**src/rtl/scan_sequencer_if.sv**
```systemverilog
// Control and status bundle between a scan controller and scan_sequencer.
// The master drives the scan request and its configuration; the slave
// (scan_sequencer) returns the row index, strobe and status pulses.
interface scan_sequencer_if #(
    parameter int SIZE  = 3,
    parameter int CNT_W = 8
);
    logic             start;
    logic             stop;
    logic             cont;
    logic [SIZE-1:0]  last;
    logic [CNT_W-1:0] dwell;
    logic [CNT_W-1:0] blank;
    logic [SIZE-1:0]  sel;
    logic             en;
    logic             row_start;
    logic             frame_done;
    logic             busy;

    modport master (
        output start, stop, cont, last, dwell, blank,
        input  sel, en, row_start, frame_done, busy
    );

    modport slave (
        input  start, stop, cont, last, dwell, blank,
        output sel, en, row_start, frame_done, busy
    );
endinterface

```
**src/rtl/scan_sequencer.sv**
```systemverilog
// Timed row-scan generator feeding a one-hot row decoder.
// Walks rows 0..last, holding each row active for a programmable dwell and
// optionally inserting an en-low blanking gap between rows. One-shot or
// continuous. Every output is a flop so sel and en move on the same edge.
module scan_sequencer #(
    parameter int SIZE  = 3,
    parameter int WIDTH = 1 << SIZE,
    parameter int CNT_W = 8
) (
    input logic          clk,
    input logic          rst_n,
    scan_sequencer_if.slave bus
);

    typedef enum logic [1:0] {
        IDLE   = 2'd0,
        ACTIVE = 2'd1,
        BLANK  = 2'd2
    } state_t;

    // Highest row the downstream decoder can address.
    localparam logic [SIZE-1:0] LAST_MAX = SIZE'(WIDTH - 1);

    state_t           state_q, state_d;
    logic [SIZE-1:0]  sel_q, sel_d;
    logic             en_q, en_d;
    logic             row_start_q, row_start_d;
    logic             frame_done_q, frame_done_d;
    logic             busy_q, busy_d;
    logic [CNT_W-1:0] cnt_q, cnt_d;
    logic             cont_q, cont_d;
    logic [SIZE-1:0]  last_q, last_d;
    logic [CNT_W-1:0] dwell_q, dwell_d;
    logic [CNT_W-1:0] blank_q, blank_d;

    // A dwell of zero still gives the row one active cycle.
    function automatic logic [CNT_W-1:0] at_least_one(input logic [CNT_W-1:0] v);
        return (v == '0) ? CNT_W'(1) : v;
    endfunction

    // Next-state and next-output logic for the scan FSM.
    always_comb begin
        logic [SIZE-1:0] next_sel;
        logic            last_row;

        state_d      = state_q;
        sel_d        = sel_q;
        en_d         = en_q;
        row_start_d  = 1'b0;
        frame_done_d = 1'b0;
        busy_d       = busy_q;
        cnt_d        = cnt_q;
        cont_d       = cont_q;
        last_d       = last_q;
        dwell_d      = dwell_q;
        blank_d      = blank_q;

        last_row = (sel_q == last_q);
        next_sel = last_row ? '0 : sel_q + SIZE'(1);

        case (state_q)
            IDLE: begin
                sel_d  = '0;
                en_d   = 1'b0;
                busy_d = 1'b0;
                if (bus.start && !bus.stop) begin
                    cont_d      = bus.cont;
                    last_d      = (bus.last > LAST_MAX) ? LAST_MAX : bus.last;
                    dwell_d     = at_least_one(bus.dwell);
                    blank_d     = bus.blank;
                    state_d     = ACTIVE;
                    en_d        = 1'b1;
                    row_start_d = 1'b1;
                    busy_d      = 1'b1;
                    cnt_d       = at_least_one(bus.dwell);
                end
            end

            ACTIVE: begin
                if (bus.stop) begin
                    state_d = IDLE;
                    sel_d   = '0;
                    en_d    = 1'b0;
                    busy_d  = 1'b0;
                    cnt_d   = '0;
                end else if (cnt_q > CNT_W'(1)) begin
                    cnt_d = cnt_q - CNT_W'(1);
                end else begin
                    // Final active cycle of this row.
                    frame_done_d = last_row;
                    if (last_row && !cont_q) begin
                        state_d = IDLE;
                        sel_d   = '0;
                        en_d    = 1'b0;
                        busy_d  = 1'b0;
                        cnt_d   = '0;
                    end else if (blank_q != '0) begin
                        state_d = BLANK;
                        en_d    = 1'b0;
                        cnt_d   = blank_q;
                    end else begin
                        sel_d       = next_sel;
                        en_d        = 1'b1;
                        row_start_d = 1'b1;
                        cnt_d       = dwell_q;
                    end
                end
            end

            BLANK: begin
                if (bus.stop) begin
                    state_d = IDLE;
                    sel_d   = '0;
                    en_d    = 1'b0;
                    busy_d  = 1'b0;
                    cnt_d   = '0;
                end else if (cnt_q > CNT_W'(1)) begin
                    cnt_d = cnt_q - CNT_W'(1);
                end else begin
                    state_d     = ACTIVE;
                    sel_d       = next_sel;
                    en_d        = 1'b1;
                    row_start_d = 1'b1;
                    cnt_d       = dwell_q;
                end
            end

            default: begin
                state_d = IDLE;
                sel_d   = '0;
                en_d    = 1'b0;
                busy_d  = 1'b0;
                cnt_d   = '0;
            end
        endcase
    end

    // State, counter, config shadow and output registers.
    always_ff @(posedge clk or negedge rst_n) begin
        if (!rst_n) begin
            state_q      <= IDLE;
            sel_q        <= '0;
            en_q         <= 1'b0;
            row_start_q  <= 1'b0;
            frame_done_q <= 1'b0;
            busy_q       <= 1'b0;
            cnt_q        <= '0;
            cont_q       <= 1'b0;
            last_q       <= '0;
            dwell_q      <= '0;
            blank_q      <= '0;
        end else begin
            state_q      <= state_d;
            sel_q        <= sel_d;
            en_q         <= en_d;
            row_start_q  <= row_start_d;
            frame_done_q <= frame_done_d;
            busy_q       <= busy_d;
            cnt_q        <= cnt_d;
            cont_q       <= cont_d;
            last_q       <= last_d;
            dwell_q      <= dwell_d;
            blank_q      <= blank_d;
        end
    end

    assign bus.sel        = sel_q;
    assign bus.en         = en_q;
    assign bus.row_start  = row_start_q;
    assign bus.frame_done = frame_done_q;
    assign bus.busy       = busy_q;

endmodule

```
**src/flat_wrapper.sv**
```systemverilog
// flat-port wrapper written by rule: the top's interface ports become plain ports
module scan_sequencer_flat 
#(
    parameter int SIZE  = 3,
    parameter int WIDTH = 1 << SIZE,
    parameter int CNT_W = 8
)
  (clk, rst_n, bus_start, bus_stop, bus_cont, bus_last, bus_dwell, bus_blank, bus_sel, bus_en, bus_row_start, bus_frame_done, bus_busy);
  scan_sequencer_if #(.SIZE(SIZE), .CNT_W(CNT_W)) bus_i ();
  input logic clk;
  input logic rst_n;
  input wire logic [$bits(bus_i.start)-1:0] bus_start;
  input wire logic [$bits(bus_i.stop)-1:0] bus_stop;
  input wire logic [$bits(bus_i.cont)-1:0] bus_cont;
  input wire logic [$bits(bus_i.last)-1:0] bus_last;
  input wire logic [$bits(bus_i.dwell)-1:0] bus_dwell;
  input wire logic [$bits(bus_i.blank)-1:0] bus_blank;
  output wire logic [$bits(bus_i.sel)-1:0] bus_sel;
  output wire logic [$bits(bus_i.en)-1:0] bus_en;
  output wire logic [$bits(bus_i.row_start)-1:0] bus_row_start;
  output wire logic [$bits(bus_i.frame_done)-1:0] bus_frame_done;
  output wire logic [$bits(bus_i.busy)-1:0] bus_busy;
  assign bus_i.start = bus_start;
  assign bus_i.stop = bus_stop;
  assign bus_i.cont = bus_cont;
  assign bus_i.last = bus_last;
  assign bus_i.dwell = bus_dwell;
  assign bus_i.blank = bus_blank;
  assign bus_sel = bus_i.sel;
  assign bus_en = bus_i.en;
  assign bus_row_start = bus_i.row_start;
  assign bus_frame_done = bus_i.frame_done;
  assign bus_busy = bus_i.busy;
  scan_sequencer #(.SIZE(SIZE), .WIDTH(WIDTH), .CNT_W(CNT_W)) u_core (.clk(clk), .rst_n(rst_n), .bus(bus_i));
endmodule
```
**config.mk**
```make
export PLATFORM = sky130hd
export DESIGN_NAME = scan_sequencer_flat
export DESIGN_NICKNAME = d
export VERILOG_FILES = /design/src/rtl/scan_sequencer_if.sv /design/src/rtl/scan_sequencer.sv /design/src/flat_wrapper.sv
export SDC_FILE = /design/constraint.sdc
export NUM_CORES = 1
export LEC_CHECK = 0
export CELL_PAD_IN_SITES_DETAIL_PLACEMENT = 1
export CELL_PAD_IN_SITES_GLOBAL_PLACEMENT = 1
export CORE_MARGIN = 4
export CORE_UTILIZATION = 30
export DETAILED_ROUTE_END_ITERATION = 10
export GPL_TIMING_DRIVEN = 0
export HOLD_SLACK_MARGIN = 0.15
export PLACE_DENSITY_LB_ADDON = 0.05
export SYNTH_ARGS = -nofsm -noshare
export SYNTH_HDL_FRONTEND = slang
export SYNTH_SLANG_ARGS = --single-unit
```
**constraint.sdc**
```tcl
create_clock -name clk -period 5.9 [get_ports clk]
set_input_delay 1.475 -clock clk [delete_from_list [all_inputs] [get_ports clk]]
set_output_delay 1.475 -clock clk [all_outputs]
set_load 0.01 [all_outputs]
```
# --- Word-level counts from Yosys, hierarchy flattened ---
# Index checks and enable logic that the tools add are counted.
totals:
  ff_bits: 37
  input_bits: 24
  out_inout_bits: 7
  elab_cells: 84
classes:
  addsub: 2
  n_lt_le_gt_ge: 2
  eq_ne: 10
  mux: 47
  reduce_logical: 12
op_table:
  columns: ["cell", "n"]
  rows:
  - ["8-bit two-way mux", 8]
  - ["3-bit two-way mux", 8]
  - ["8-bit case mux with 3 select lines", 1]
  - ["1-bit two-way mux", 18]
  - ["2-bit two-way mux", 7]
  - ["1-bit case mux with 3 select lines", 3]
  - ["8-bit by 1-bit greater-than comparator with 1-bit output (second input constant)", 1]
  - ["8-bit logical NOT", 1]
  - ["8-bit nonzero test", 1]
  - ["8-bit by 1-bit subtractor with 8-bit output (second input constant)", 1]
  - ["3-bit inequality test (second input constant)", 2]
  - ["2-bit case mux with 3 select lines", 1]
  - ["3-bit case mux with 2 select lines", 1]
  - ["3-bit AND reduction", 2]
  - ["4-bit by 2-bit inequality test with 1-bit output (second input constant)", 1]
  - ["4-bit by 3-bit inequality test with 1-bit output (second input constant)", 1]
  - ["2-bit AND reduction", 2]
  - ["4-bit AND reduction", 1]
  - ["3-bit by 1-bit adder with 3-bit output (second input constant)", 1]
  - ["3-bit == test", 1]
  - ["3-bit greater-than comparator (second input constant)", 1]
  - ["3-bit by 2-bit inequality test with 1-bit output (second input constant)", 1]
  - ["2-bit by 1-bit == test with 1-bit output (second input constant)", 1]
  - ["2-bit == test (second input constant)", 1]
  - ["5 further kinds", 7]

# --- Logic depth before layout (Yosys ltp) ---
depth:
  ltp_word: 7
  mapped_depth: 8
  mapped_depth_nobuf: 7

# --- Worst setup path before layout ---
# Ideal clock, no wire load.
synth_path:
  path_type: "input to register"
  startpoint: "in bus_stop"
  endpoint: "reg u_core.blank_q[0]"
  setup_time_ns: 0.065
  t_arrival_ns: 2.541
  required_time_ns: 5.835
  setup_slack_ns: 3.294
  stages: 6
  n_path_buf: 2
  cell_sequence: "nand2b_1 or2_0 clkbuf_1 clkbuf_1 nand2_1 nand2_1"
synth_between:
  elab_chain_cells: 3
synth_rtl:
  columns: ["element", "line", "rtl"]
  rows:
  - ["start, declared", "flat_wrapper.sv:13", "input wire logic [$bits(bus_i.stop)-1:0] bus_stop;"]
  - ["1-bit logical NOT", "scan_sequencer.sv:66", "if (bus.start && !bus.stop) begin"]
  - ["1-bit logical AND", "scan_sequencer.sv:66", null]
  - ["2-bit AND reduction (no source line)", null, null]
  - ["end signal, assigned", "scan_sequencer.sv:163", "blank_q <= blank_d;"]
  - ["end, declared", "scan_sequencer.sv:34", "logic [CNT_W-1:0] blank_q, blank_d;"]
# No other way between the ends.
# A chain may end at the register's enable or synchronous reset.

# --- Worst setup path in the final report ---
layout_path:
  startpoint: "in bus_stop"
  endpoint: "reg u_core.blank_q[6]"
# Same word-level chain as after synthesis.

==> impl_summary.txt <==
----------------------------------------------------
[Run status]
  Result of the run ... completed

[Clocking]
  Clock tree from TritonCTS ... built
  Post-CTS repair timing setup buffer count ... 0
  Clock Tree Buf Depth ... 2
  CTS clock-pin slew for the worst setup and hold paths ... 0.07 ns
  Clock Latency Late Sink ... 0.30 ns
  CTS HTree Levels ... 2
  Number of sinks driven by the clock tree ... 37
  CTS root buffer ... clkbuf_8
  Number of gates resized after CTS ... 0
  Number of buffers inserted during clock tree synthesis ... 5
  Hold buffers post-CTS ... 0

[Synthesis]
  Cell taking the most area after synthesis ... dfrtp_1
  Portion of the post-synthesis area used by sequential elements ... 43.61%
  Top_reg_cell synth ... dfrtp_1
  Synth unique cells ... 49
  Syn_nets ... 265
  Mean post-synth cell area ... 9.074 um^2
  Biggest area contributors in the synthesized netlist ... dfrtp_1, nand2_1, mux2_2
  Number of warning messages in the yosys log ... 0
  Ys async rst share ... 100.0%
  Area fraction of the dominant cell type after synthesis ... 43.61%
  Mapped Cells ... 234
  Post-synth EDFFs ... 0
  Flip-flop and latch count after synthesis ... 37
  Post-synthesis instance area ... 0.002123 mm^2

[Global route]
  First-pass GRT wire length ... 10810 um
  Number of global-route vias before repair ... 1924
  Combined global-route utilization of all metal layers ... 16.54%
  Pin count of the biggest net entering global routing ... 24
  Busiest layer in global routing ... met2
  Overall overflow remaining after global route ... 0
  Met1 Resource Use GR ... 22.46%
  Met2 global-route usage ... 27.01%
  Initial antenna violation count ... 0
  GRT met3 Usage ... 2.953%

[Floorplan]
  Horizontal die dimension ... 92.13 um
  Core footprint ... 0.006832 mm^2
  Initial core utilization ... 31.08%
  Count of standard-cell rows ... 30
  Vertical die dimension ... 92.13 um
  Total die area ... 0.008488 mm^2
  Number of primary I/O pins ... 31

[Placed design]
  Cell Count Post-Placement ... 361
  Number of buffers added on ports ... 30
  Final RePlAce weighted congestion ... 0.7767
  Post-place instance area ... 0.002559 mm^2
  Detailed-placement wirelength estimate ... 5016 um

[Finish]
  Final standard cell count with taps included and fillers excluded ... 368
  ANT cells ... 0
  Number of fill cells in the layout ... 824
  Layout cell share with drive strength beyond 1 ... 11.03%
  Number of nets in the final layout ... 303
  Area of all placed cells without fillers ... 0.002645 mm^2
  Signed area change from the synthesized netlist to the final layout ... 24.57%

[Pwr]
  Total power ... 0.001229 W
  P per Cell Area ... 464.7 mW/mm^2
  Worst vdd ir ... 0.0001350 V
  Leakage power summed over all cells ... 1.121 nW

[Drt]
  DRC marker count from the first detailed-route iteration ... 94
  Number of optimization iterations in the first detailed-route pass ... 5
  Number of nets with antenna violations after detailed routing ... 0
  Detailed-route DRC error count ... 0
  Average routed wire per standard cell ... 17.51 um
  Mean number of vias per cell ... 5.014
  Vias ... 1845
  Overall routed net length ... 6445 um

[Setup path]
  Slowest stage cell, crit path ... clkdlybuf4s50_1
  Launching element type of the critical path ... input port
  CP Capture Type ... flip-flop
  Crit-path cells ... clkdlybuf4s50_1 > nand2b_1 > or2_0 > clkbuf_1 > clkbuf_1 > nand2_1 > nand2_1
  Arrival time worst endpoint ... 3.74 ns
  Longest individual stage delay on the worst path ... 0.58 ns
  Crit path buf inv count ... 3
  Crit-path leading delay family ... buffers and inverters
  CP Data Required Time ... 6.13 ns
  Peak fanout along the critical path ... 10
  Type of the worst setup path ... input port to flip-flop

[Run]
  Maximum capacitance violations ... 0

[STA]
  Sum of negative setup slack ... 0 ns
  Final number of max-transition violations ... 0
  Final Hold Vio Count ... 0
  Final number of setup-violating endpoints ... 0
  FMAX ... 284.7 MHz
  Final worst clock skew ... 0.01006 ns
  Unrepaired setup endpoints after global routing ... false
  Worst slew margin relative to its limit ... 51.51%
  Actual transition at the worst max-transition pin ... 0.7218 ns
  Period Utilization, post-route ... 59.53%
  Final-layout worst hold slack ... 0.4874 ns
  Min cycle time layout ... 3.512 ns

[Min path]
  Hold WC Path Type ... flip-flop to flip-flop

----------------------------------------------------
==> registers in the layout, summed over array words and instances, names as in the netlist <==
name,cells
u_core.blank_q,8
u_core.cnt_q,8
u_core.dwell_q,8
u_core.bus.sel,3
u_core.last_q,3
u_core.state_q,2
u_core.bus.busy,1
u_core.bus.en,1
u_core.bus.frame_done,1
u_core.bus.row_start,1
u_core.cont_q,1
==> power breakdown <==
| part | total (W) | switching, W | internal, W | leakage, nW |
|---|---|---|---|---|
| combinational | 0.000573 | 0.000322 | 0.000251 | 0.612 |
| sequential | 0.000468 | 0.000106 | 0.000362 | 0.465 |
| clock | 0.000188 | 0.0000953 | 0.0000929 | 0.0443 |
==> routing by layer <==
layer / share of wire [%] / vias up / routed length [um]
met3: 3.6 / 7 / 232
met4: 1.1 / 0 / 71
met1: 47 / 903 / 3023
li1: - / 904 / -
met5: 0 / - / 0
met2: 48 / 31 / 3118
==> layout by cell type (no fill, tap or decap), types with 3 or more instances in the layout <==
master,instances
o211ai_1,4
ha_1,7
a21oi_1,10
clkbuf_8,6
o21ai_0,15
mux2_2,8
dfrtp_1,37
nand2b_1,3
clkdlybuf4s50_1,29
nor3_1,5
and3_1,3
clkbuf_1,3
nor4_1,4
nand3_1,9
nor2_1,13
nand2_1,53
xnor2_1,4
inv_1,10
==> tightest hold or removal path, stage by stage, from the launching register on <==
cell     delay (ns)
dfrtp_1        0.35
nand2_1        0.05
o21ai_0        0.06
==> through the flow <==
stage               util [%]  setup slack (ns)
finish                 38.72             2.388
global route           38.72             2.224
CTS                    38.72             2.343
detailed placement     37.45             2.020
global placement       37.23             2.037
floorplan                  -             3.294
==> kinds of logic (layout without fill, tap and decap cells) <==
family                   count (synthesis)  count (layout)  synth area share [%]
adder cells (fa/ha/maj)                  7               7                 4.125
AO/OA/AOI/OAI                           52              52                 17.03
multiplexers                             9               9                 4.714
buffers and inverters                   17              55                 4.066
flip-flops                              37              37                 43.61
XOR/XNOR                                 6               6                 2.475
AND/OR/NAND/NOR                        106             106                 23.98
==> path summary, 6_finish.rpt <==
check | start | end | slack, ns | cells after the start
max in group asynchronous | rst_n | u_core.blank_q[3] | 4.32 | 2
min in group asynchronous | rst_n | u_core.cnt_q[0] | 1.11 | 1
max reg2reg | u_core.state_q[0] | u_core.blank_q[6] | 3.49 | 8
min reg2reg | u_core.bus.busy | u_core.bus.busy | 0.49 | 2
min | u_core.bus.busy | u_core.bus.busy | 0.49 | 2
max | bus_stop | u_core.blank_q[6] | 2.39 | 7
==> layout make-up <==
| type | count | area [um^2] | area share (%) |
|---|---|---|---|
| clock buffer | 7 | 86.33 | 3.264 |
| tap | 96 | 120.1 | 4.541 |
| sequential | 37 | 925.9 | 35.00 |
| inverter | 10 | 37.54 | 1.419 |
| timing repair buffer | 31 | 315.3 | 11.92 |
| buffer | 7 | 48.80 | 1.845 |
| multi-input combinational | 180 | 1111 | 42.01 |
==> cell usage after synthesis, types with 2 or more instances <==
| library cell | n |
|---|---|
| nand2b_1 | 3 |
| a221oi_2 | 2 |
| ha_1 | 7 |
| o21ai_1 | 2 |
| or3_1 | 2 |
| nor2b_1 | 2 |
| clkbuf_1 | 2 |
| dfrtp_1 | 37 |
| nand3_1 | 9 |
| a21oi_1 | 10 |
| a221oi_1 | 2 |
| buf_4 | 2 |
| or2_2 | 2 |
| o22ai_1 | 2 |
| and2_1 | 2 |
| nand2_1 | 53 |
| inv_1 | 10 |
| a31oi_1 | 2 |
| o21ai_0 | 15 |
| nor4b_1 | 2 |
| xor2_1 | 2 |
| nor4_1 | 4 |
| buf_6 | 2 |
| o211ai_1 | 4 |
| and3_1 | 3 |
| mux2_2 | 8 |
| nor2_1 | 13 |
| a22oi_1 | 2 |
| xnor2_1 | 4 |
| nor3_1 | 5 |
Power figures use the tool's default switching activity.
